<file path="config.mk">
export PLATFORM = sky130hd
export DESIGN_NAME = cond_unit
export DESIGN_NICKNAME = d
export VERILOG_FILES = /design/src/rtl/cond_unit.sv
export SDC_FILE = /design/constraint.sdc
export NUM_CORES = 1
export LEC_CHECK = 0
export BUFFER_PORTS_ARGS = -buffer_cell sky130_fd_sc_hd__buf_2
export CAP_MARGIN = 20
export CORE_MARGIN = 4
export CORE_UTILIZATION = 53
export CTS_CLUSTER_DIAMETER = 30
export DETAILED_ROUTE_END_ITERATION = 10
export PLACE_DENSITY_LB_ADDON = 0.12
export RECOVER_POWER = 50
export REMOVE_ABC_BUFFERS = 1
export SLEW_MARGIN = 40
export SYNTH_ARGS = -nofsm -noshare
export SYNTH_HDL_FRONTEND = slang
export SYNTH_SLANG_ARGS = --single-unit
</file>
<file path="constraint.sdc">
create_clock -name clk -period 6.7 [get_ports clk]
set_clock_uncertainty 0.1 [all_clocks]
set_input_delay 0 -clock clk [delete_from_list [all_inputs] [get_ports clk]]
set_output_delay 0 -clock clk [all_outputs]
set_load 0.01 [all_outputs]
</file>
<file path="src/rtl/cond_unit.sv">
// cond_unit: NZCV flag register, condition check and gated E->M enable pipeline register
module cond_unit #(
    parameter int CNT_W = 16
) (
    input  logic             clk,
    input  logic             reset,
    input  logic             ValidE,
    input  logic             StallE,
    input  logic             FlushE,
    input  logic [3:0]       CondE,
    input  logic [3:0]       ALUFlags,
    input  logic [1:0]       FlagWE,
    input  logic             PCSE,
    input  logic             RegWE,
    input  logic             MemWE,
    input  logic             NoWriteE,
    output logic             CondExE,
    output logic             PCSrcM,
    output logic             RegWriteM,
    output logic             MemWriteM,
    output logic             ValidM,
    output logic [3:0]       Flags,
    output logic [CNT_W-1:0] SquashCnt
);
    logic [3:0]       flags_q, flags_d;
    logic [3:0]       m_q, m_d;
    logic [CNT_W-1:0] cnt_q, cnt_d;
    logic             cond_pass;
    logic             commit;
    logic             n, z, c, v;

    assign {n, z, c, v} = flags_q;
    assign commit       = ValidE & ~StallE & ~FlushE;
    assign CondExE      = cond_pass & ValidE & ~FlushE;

    // Decode the condition field against the registered flags only
    always_comb begin
        cond_pass = 1'b0;
        case (CondE)
            4'b0000: cond_pass = z;
            4'b0001: cond_pass = ~z;
            4'b0010: cond_pass = c;
            4'b0011: cond_pass = ~c;
            4'b0100: cond_pass = n;
            4'b0101: cond_pass = ~n;
            4'b0110: cond_pass = v;
            4'b0111: cond_pass = ~v;
            4'b1000: cond_pass = c & ~z;
            4'b1001: cond_pass = ~c | z;
            4'b1010: cond_pass = n == v;
            4'b1011: cond_pass = n != v;
            4'b1100: cond_pass = ~z & (n == v);
            4'b1101: cond_pass = z | (n != v);
            4'b1110: cond_pass = 1'b1;
            default: cond_pass = 1'b0;
        endcase
    end

    // Next state: flag update, M-stage enables {PCSrc, RegWrite, MemWrite, Valid}, squash counter
    always_comb begin
        flags_d = flags_q;
        m_d     = m_q;
        cnt_d   = cnt_q;
        if (commit) begin
            if (CondExE && FlagWE[1]) flags_d[3:2] = ALUFlags[3:2];
            if (CondExE && FlagWE[0]) flags_d[1:0] = ALUFlags[1:0];
            m_d = {PCSE & CondExE, RegWE & ~NoWriteE & CondExE, MemWE & CondExE, 1'b1};
            if (!CondExE && cnt_q != '1) cnt_d = cnt_q + CNT_W'(1);
        end else if (!StallE || FlushE) begin
            m_d = '0;
        end
    end

    // State registers with asynchronous active-low clear
    always_ff @(posedge clk or negedge reset) begin
        if (!reset) begin
            flags_q <= '0;
            m_q     <= '0;
            cnt_q   <= '0;
        end else begin
            flags_q <= flags_d;
            m_q     <= m_d;
            cnt_q   <= cnt_d;
        end
    end

    assign Flags     = flags_q;
    assign {PCSrcM, RegWriteM, MemWriteM, ValidM} = m_q;
    assign SquashCnt = cnt_q;
endmodule

</file>
== Word level (Yosys, flattened, before mapping) ==
Cells that the tools add are included.

* Flip-flop bits (word level): 24
* Input port bits: 19
* Output and inout bits: 25
* Word-level logic and storage cells: 55

* Add/subtract/negate cells: 1
* Equality and inequality tests: 17
* Multiplexer cells: 3
* Bitwise gates (word level): 19
* Reductions and logical operators: 11

{| class="wikitable"
|+ Operators by type and width
! operator !! number
|-
| equality test 4 bit, second input constant || 7
|-
| adder 16 x 1 -> 16 bit, second input constant || 1
|-
| equality test 4 x 3 -> 1 bit, second input constant || 4
|-
| != test 16 bit, second input constant || 1
|-
| one-hot mux 1 bit (15 select lines) || 1
|-
| bitwise AND 1 bit || 10
|-
| equality test 4 x 2 -> 1 bit, second input constant || 2
|-
| 2-to-1 mux 4 bit || 2
|-
| inverter 1 bit || 7
|-
| AND reduction 2 bit || 3
|-
| equality test 4 x 1 -> 1 bit, second input constant || 1
|-
| logical NOT 4 bit || 1
|-
| logical AND 1 bit || 3
|-
| logical NOT 1 bit || 2
|-
| bitwise OR 1 bit || 2
|-
| nonzero test 2 bit || 1
|-
| equality test 1 bit || 1
|-
| logical OR 1 bit || 1
|-
| != test 1 bit || 1
|}

== Longest topological paths before layout ==
Gate-level depths: netlist of run 1.

* Depth after elaboration: 8
* Depth in mapped cells: 9
* Mapped depth without buffers: 7

== Worst setup path before layout of run 1 ==
Ideal clock, no wire load.

* Path kind: reg-to-reg
* Start point: reg flags_q[3] (netlist: Flags[3])
* End point: reg cnt_q[1] (netlist: SquashCnt[1])
* Setup time: 125 ps
* Data arrival time: 2,014 ps
* Data required time: 6,475 ps
* Slack: 4,461 ps
* Stages on the path, launching flop included: 8
* Path buffers: 0
* Clock period less this slack: 2,239 ps
* Cell sequence: dfrtp_1 > xnor2_1 > mux2i_1 > a311oi_1 > o31a_2 > a41oi_4 > nand2_1 > mux2_4

* Word-level cells in the longest chain between the ends: 8
* Elaborated cells between the ends (all ways): 11
* Classes of those cells: eq/ne (2); mux (1); bitwise (5); reduce/logical (3)

{| class="wikitable"
|+ RTL lines
! element !! line !! RTL
|-
| from (decl) || 25 || <nowiki>logic [3:0] flags_q, flags_d;</nowiki>
|-
| from (signal assigned) || 81 || <nowiki>flags_q <= flags_d;</nowiki>
|-
| != test 1 bit or equality test 1 bit (tied branches) || - ||
|-
| bitwise OR 1 bit or bitwise AND 1 bit (tied branches) || 53, 52 ||
|-
| one-hot mux 1 bit (15 select lines) (*) || 39 || <nowiki>case (CondE)</nowiki>
|-
| bitwise AND 1 bit (*) (2 in a row) || 34 || <nowiki>assign CondExE = cond_pass & ValidE & ~FlushE;</nowiki>
|-
| named net CondExE || 17 || <nowiki>output logic CondExE,</nowiki>
|-
| logical NOT 1 bit (*) || 68 || <nowiki>if (!CondExE && cnt_q != '1) cnt_d = cnt_q + CNT_W'(1);</nowiki>
|-
| logical AND 1 bit (*) || 68 ||
|-
| AND reduction 2 bit (no line) (*) || - ||
|-
| to (signal assigned) || 83 || <nowiki>cnt_q <= cnt_d;</nowiki>
|-
| to (decl) || 27 || <nowiki>logic [CNT_W-1:0] cnt_q, cnt_d;</nowiki>
|}

Mark *: on every way through the listed nets, which the timed path passes. The rest lies on a longest branch.
A chain may end at the register's enable or synchronous reset.

== Worst setup path in the final report of run 1 ==
* Start point: reg flags_q[3] (netlist: Flags[3])
* End point: reg flags_q[0] (netlist: Flags[0])

* Word-level cells in the longest chain between the ends: 7
* Elaborated cells between the ends (all ways): 10
* Classes of those cells: eq/ne (2); mux (1); bitwise (5); reduce/logical (2)

{| class="wikitable"
|+ RTL lines
! element !! line !! RTL
|-
| != test 1 bit or equality test 1 bit (tied branches) || - ||
|-
| bitwise OR 1 bit or bitwise AND 1 bit (tied branches) || 53, 52 ||
|-
| one-hot mux 1 bit (15 select lines) (*) || 39 ||
|-
| bitwise AND 1 bit (*) (2 in a row) || 34 ||
|-
| logical AND 1 bit (*) || 66 || <nowiki>if (CondExE && FlagWE[0]) flags_d[1:0] = ALUFlags[1:0];</nowiki>
|-
| AND reduction 2 bit (no line) (*) || - ||
|}

Mark *: on every way between the ends. The rest lies on a longest branch, timed or not.

==> results of run 1 <==
## worst paths after layout
check	slack, ns	cells after the start	end	startpoint
setup / recovery	3.80	8	Flags[0]	Flags[3]
hold / removal	0.09	5	SquashCnt[12]	ValidE
setup reg to reg	3.80	8	Flags[0]	Flags[3]
hold reg to reg	0.40	1	SquashCnt[7]	SquashCnt[7]
max in group asynchronous	5.38	2	Flags[3]	reset
min in group asynchronous	0.37	2	SquashCnt[5]	reset
## cells in the final DEF (no fill, tap or decap), drive strengths merged, types with 4 or more instances in the layout
cell type	count
xnor2	17
nand2	6
and2	4
nand3	10
and3	5
dfrtp	24
mux2i	4
dlygate4sd3	16
nand4	9
clkbuf	16
buf	30
nor2	6
inv	5
mux2	6
## power breakdown
group          internal (mW)  switching, mW  leakage (nW)  total, mW
Clock                 0.0605         0.0449        0.0279      0.105
Combinational         0.0482         0.0442         0.466     0.0924
Sequential             0.161         0.0196         0.325      0.180
Total                  0.270          0.109         0.819      0.378
## what timing repair did
item | CTS | global route
hold buffers | 16 | 0
buffers inserted | 0 | 0
hold endpoints to repair | 37 | 0
## cell families (layout without fill, tap and decap cells)
logic type                 Yosys count  in the layout
DFF                                 24             24
muxes                               10             10
xor gates and xnor gates            17             17
AOI/OAI and AO/OA                   11             11
and+or+nand+nor                     46             46
adders and majority gates            1              1
buffers and inverters                9             68
## sequential cells by signal (all words and copies together) (netlist names)
name       flops
Flags          4
SquashCnt     16
m_q            4
## worst min-delay path: cells and delay by family
kind | cells | cell delay, ns
XOR/XNOR | 1 | 0.06
buffers and inverters | 1 | 0.10
AND/OR/NAND/NOR | 3 | 0.32
## final cells by class
type | count | area (um^2)
clock buffers | 3 | 22.5
clock inverters | 1 | 30.0
fillers | 166 | 559
inverters | 5 | 18.8
multi-input cells | 85 | 651
flip-flops and latches | 24 | 601
well taps | 28 | 35.0
repair buffers | 59 | 359
## per-stage QoR
step / area (um^2) / hold WS (ns) / power [mW] / worst slack (ns) / cells
floorplan: 1270 / -0.396 / 0.228 / 4.33 / 114
global placement: 1520 / -0.0916 / 0.262 / 4.29 / 185
detailed placement: 1520 / -0.0872 / 0.266 / 4.15 / 185
CTS: 1730 / 0.0798 / 0.382 / 3.80 / 205
global route: 1720 / 0.0972 / 0.401 / 3.65 / 205
finish: 1720 / 0.0920 / 0.378 / 3.80 / 205
## routing by layer
metal / share of wire / vias up / global-route usage
met1: 0.45 / 523 / 0.262
met5: 0 / - / 0
li1: - / 539 / -
met3: 0.058 / 8 / 0.0407
met2: 0.47 / 36 / 0.306
met4: 0.024 / 0 / 0.0861
==> results.sh, run 1 <==
export IMPL_avgViaCountPerCell=5.40
export IMPL_drive_gt1_frac=0.249
export IMPL_syn_inst=118
export IMPL_synth_most_common_cell="dfrtp_1"
export IMPL_io_buffers=43
export IMPL_core_um2=2280
export IMPL_grt_pass1_wl_mm=5.11
export IMPL_antenna_found_initial=0
export IMPL_cts_buffer_depth=2
export IMPL_synth_compound_area_frac=0.0845
export IMPL_synthArstFlopShare=1.00
export IMPL_drt_iter0_drc=34
export IMPL_cts_root_buf="clkbuf_4"
export IMPL_detail_route_antenna_nets=0
export IMPL_worstSkewPairLatency_ns=0.32
export IMPL_leakage_nw=0.819
export IMPL_ys_types=34
export IMPL_die_y_um=57.6
export IMPL_cp_required_ns=6.81
export IMPL_syn2layout_area_growth_pct=31.8
export IMPL_cp_slowest_cell="dlygate4sd3_1"
export IMPL_initial_core_util=0.572
export IMPL_yosys_area_top_type="dfrtp_1"
export IMPL_cts_sinks=24
export IMPL_synth_top_family_by_area="simple AND/OR/NAND/NOR gates"
export IMPL_fin_util=0.754
export IMPL_tightest_slew_ns=1.29
export IMPL_synth_edf_count=0
export IMPL_hold_class="in2reg"
export IMPL_pwr_density_cell_nw_per_um2=220
export IMPL_grt_util_all_layers=0.196
export IMPL_ys_seq_area_frac=0.461
export IMPL_dp_hpwl_mm=2.14
export IMPL_final_max_slew_violation_count=0
export IMPL_setup_viol=0
export IMPL_netlist_area_um2=1300
export IMPL_crit_chain="xnor2_1, mux2i_1, a311oi_1, o31a_2, and2_1, nand2_1, mux2_2, dlygate4sd3_1"
export IMPL_drt_wl_total_mm=3.04
export IMPL_arrival_ns=3.01
export IMPL_min_period_ns=2.90
export IMPL_grt_pass1_vias=1118
export IMPL_fp_dieW_um=57.6
export IMPL_cts_clk_slew_worst_paths_ns=0.14
export IMPL_path_buf_inv=1
export IMPL_hold_viol=0
export IMPL_ios=44
export IMPL_ys_seq_elements=24
export IMPL_tns_ns=0
export IMPL_cpPeakStageDelay_ns=0.56
export IMPL_yosysWarnings=0
export IMPL_vias=1106
export IMPL_cp_start_kind="flip-flop"
export IMPL_worstSetupPathType="reg2reg"
export IMPL_grt_overflow=0
export IMPL_synth_mux_area_fraction=0.0884
export IMPL_cts_tree="yes"
export IMPL_nNetsFinal=198
export IMPL_wl_per_cell_um=14.8
export IMPL_gp_congestion=0.907
export IMPL_synth_top_area_share=0.461
export IMPL_synth_xor_area_frac=0.114
export IMPL_path_max_fanout=5
export IMPL_synth_commonest_cells="dfrtp_1 (24), xnor2_1 (17), nand3_1 (9), nand4_1 (9), nand2_1 (6)"
export IMPL_max_freq_ghz=0.345
export IMPL_rsz0062_at_grt="false"
export IMPL_crit_family="multiplexers"
export IMPL_status="finished, final reports clean"
export IMPL_die_area_um2=3310
export IMPL_grt_max_degree=25
export IMPL_drc_errors=0
export IMPL_maxCapViolCount=0
export IMPL_post_cts_resized=0
export IMPL_period_share=0.433
export IMPL_htreeDepth=1
export IMPL_cts_made_buffers=3
export IMPL_avgSynthCellArea_um2=11.0
export IMPL_endpoint_kind="flip-flop"
export IMPL_slew_headroom=0.142
export IMPL_synthFlopType="dfrtp_1"
export IMPL_fp_row_count=17
export IMPL_diodes=0
export IMPL_synth_area_leaders="dfrtp_1 (46%), xnor2_1 (11%), nand4_1 (4.3%)"
export IMPL_vdd_drop_max_v=0.000242
export IMPL_synth_simple_area_share=0.203
export IMPL_drtPass1Iterations=4
export IMPL_synthAdderAreaFrac=0.00961
No activity file was read; power rests on OpenSTA's default activity.
==> run 2: changes to the inputs <==
--- a/config.mk
+++ b/config.mk
@@ -5,10 +5,11 @@
 export SDC_FILE = /design/constraint.sdc
 export NUM_CORES = 1
 export LEC_CHECK = 0
+export ABC_AREA = 1
 export BUFFER_PORTS_ARGS = -buffer_cell sky130_fd_sc_hd__buf_2
 export CAP_MARGIN = 20
 export CORE_MARGIN = 4
-export CORE_UTILIZATION = 53
+export CORE_UTILIZATION = 47
 export CTS_CLUSTER_DIAMETER = 30
 export DETAILED_ROUTE_END_ITERATION = 10
 export PLACE_DENSITY_LB_ADDON = 0.12
==> constraint.sdc (replaced) <==
create_clock -name clk -period 2.5 [get_ports clk]
set_clock_uncertainty 0.1 [all_clocks]
set_input_delay 0 -clock clk [delete_from_list [all_inputs] [get_ports clk]]
set_output_delay 0 -clock clk [all_outputs]
set_load 0.01 [all_outputs]
==> run 2 against run 1 <==
Compared with the run above: final area up 22%; combinational power rose to 2.6 times the previous value; first-iteration DRC count up 130%; sequential share of layout area down 6.4 points; utilization down 13 points; sequential cell count unchanged; largest cell class unchanged; via count up 49%; wire length up 35%; clock power up 96%.
==> results.sh, run 2 <==
export IMPL_synthArstFlopShare=1.00
export IMPL_synth_most_common_cell="nand2_1"
export IMPL_io_buffers=43
export IMPL_detail_route_antenna_nets=0
export IMPL_grt_pass1_wl_mm=6.71
export IMPL_hold_class="in2reg"
export IMPL_layout_common_cells="nand2_1 (81), buf_2 (30), inv_1 (27), nand3_1 (27), dfrtp_1 (24)"
export IMPL_maxCapViolCount=0
export IMPL_postCtsSetupBuffers=0
export IMPL_vdd_drop_max_v=0.000281
export IMPL_leakage_nw=1.10
export IMPL_drtPass1Iterations=4
export IMPL_grt_util_all_layers=0.192
export IMPL_cts_buffer_depth=2
export IMPL_wl_per_cell_um=12.1
export IMPL_avgSynthCellArea_um2=7.14
export IMPL_reg2reg_slack_ns=0.20
export IMPL_rsz0062_at_grt="false"
export IMPL_cp_startpoint="StallE"
export IMPL_reg2reg_to="Flags[2]"
export IMPL_synth_top_area_share=0.366
export IMPL_dp_hpwl_mm=2.69
export IMPL_diodes=0
export IMPL_ys_types=29
export IMPL_cts_tree="yes"
export IMPL_final_common_cell="nand2_1"
export IMPL_avgViaCountPerCell=4.88
export IMPL_htreeDepth=1
export IMPL_reg2reg_depth=13
export IMPL_drt_wl_total_mm=4.10
export IMPL_antenna_found_initial=0
export IMPL_status="finished, final reports clean"
export IMPL_min_period_ns=2.37
export IMPL_ios=44
export IMPL_hold_viol=0
export IMPL_syn_inst=230
export IMPL_final_max_slew_violation_count=0
export IMPL_fillers=342
export IMPL_tns_ns=0
export IMPL_endpoint_kind="flip-flop"
export IMPL_tightest_slew_ns=1.28
export IMPL_vias=1648
export IMPL_synth_commonest_cells="nand2_1 (81), inv_1 (28), nand3_1 (27), dfrtp_1 (24), nand4_1 (16)"
export IMPL_reg2reg_from="Flags[3]"
export IMPL_cts_clk_slew_worst_paths_ns=0.14
export IMPL_nNetsFinal=313
export IMPL_cts_made_buffers=3
export IMPL_dpl_instance_area_um2=1860
export IMPL_arrival_ns=2.49
export IMPL_fp_dieW_um=67.1
export IMPL_netlist_area_um2=1640
export IMPL_period_share=0.947
export IMPL_ys_seq_elements=24
export IMPL_stdcell_area_um2=2100
export IMPL_drive_gt1_frac=0.175
export IMPL_yosys_area_top_type="dfrtp_1"
export IMPL_grt_pass1_vias=1506
export IMPL_yosysWarnings=0
export IMPL_final_cells=338
export IMPL_synthFlopType="dfrtp_1"
export IMPL_cp_start_kind="input port"
export IMPL_core_um2=3360
export IMPL_worstSetupPathType="in2reg"
export IMPL_gp_congestion=0.746
export IMPL_cp_required_ns=2.62
export IMPL_grt_overflow=0
export IMPL_crit_end="m_q[2]"
export IMPL_synth_edf_count=0
export IMPL_largest_reg_flops=16
export IMPL_die_y_um=67.1
export IMPL_setup_viol=0
export IMPL_drt_iter0_drc=79
export IMPL_slew_headroom=0.147
export IMPL_max_freq_ghz=0.422
export IMPL_ys_seq_area_frac=0.366
export IMPL_worstSkewPairLatency_ns=0.32
export IMPL_drc_errors=0
export IMPL_pwr_density_cell_nw_per_um2=438
export IMPL_place_inst=313
export IMPL_path_max_fanout=13
export IMPL_synth_area_leaders="dfrtp_1 (37%), nand2_1 (19%), nand3_1 (8.2%)"
export IMPL_cts_root_buf="clkbuf_4"
export IMPL_syn2layout_area_growth_pct=27.8
export IMPL_initial_core_util=0.488
export IMPL_cts_sinks=24
export IMPL_die_area_um2=4510
export IMPL_fp_row_count=21
export IMPL_grt_max_degree=29
-- run 2: cell types whose count changed after synthesis, sizes merged, moves of 4 or more --
cell / change
xor2: +5
nor2: +8
nand2: +78
inv: +26
mux2: -6
mux2i: -4
nand4: +8
nand3: +21
and3: -5
and2: -4
xnor2: -15
-- run 2: layout make-up --
type	instances	area (um^2)	share of cell area
Multi-Input combinational cell	168	872	0.415
Sequential cell	24	601	0.286
Timing Repair Buffer	64	409	0.195
Inverter	32	124	0.0590
Tap cell	46	57.6	0.0274
Clock buffer	4	36.3	0.0173
-- run 2: critical path, cell delays in order --
cell           delay, ns
dlygate4sd3_1       0.52
buf_2               0.14
nand3b_4            0.19
clkinvlp_4          0.26
nand3b_1            0.15
dlygate4sd3_1       0.57
o21ai_1             0.08
dlygate4sd3_1       0.55
-- run 2: how the worst min path moves through the flow --
stage               startpoint      endpoint  slack, ns  depth (start not counted)
global placement         reset      Flags[3]      -0.08                          1
detailed placement       reset      Flags[2]      -0.09                          1
global route            ValidE  SquashCnt[5]       0.08                          5
CTS                     ValidE  SquashCnt[5]       0.04                          5
floorplan                reset      Flags[0]      -0.40                          0
finish                  ValidE  SquashCnt[5]       0.04                          5
-- run 2: report_power, final --
group          switching (mW)  total [mW]  internal, mW
logic                   0.142       0.240        0.0986
registers              0.0491       0.474         0.424
clock network           0.117       0.206        0.0889
total                   0.307       0.919         0.612
-- run 2: metrics by stage --
step                worst slack [ns]  hold WS, ns   util  power, mW
floorplan                      0.682       -0.396      -      0.608
global placement               0.564      -0.0828  0.552      0.699
detailed placement             0.470      -0.0871  0.552      0.704
CTS                           0.0672       0.0369  0.625      0.928
global route                  0.0197       0.0823  0.624      0.982
finish                         0.132       0.0450  0.624      0.919
-- run 2: cell families after synthesis --
group | Yosys count | share of synthesized area
buf+inv | 38 | 0.109
fa+ha+maj | 1 | 0.00761
compound gates | 6 | 0.0213
simple gates | 154 | 0.459
flops | 24 | 0.366
xor+xnor | 7 | 0.0373
-- run 2: what timing repair did --
item | in CTS | in global routing
endpoints found under the setup margin | 0 | 3
endpoints found under the hold margin | 32 | 0
hold buffers | 21 | 0
gates resized for setup | 0 | 2
-- run 2: layer usage --
layer	track usage	vias up	routed length (um)
met4	0.0608	0	50
li1	-	866	-
met1	0.251	730	1820
met5	0	-	0
met3	0.0304	7	201
met2	0.323	45	2020
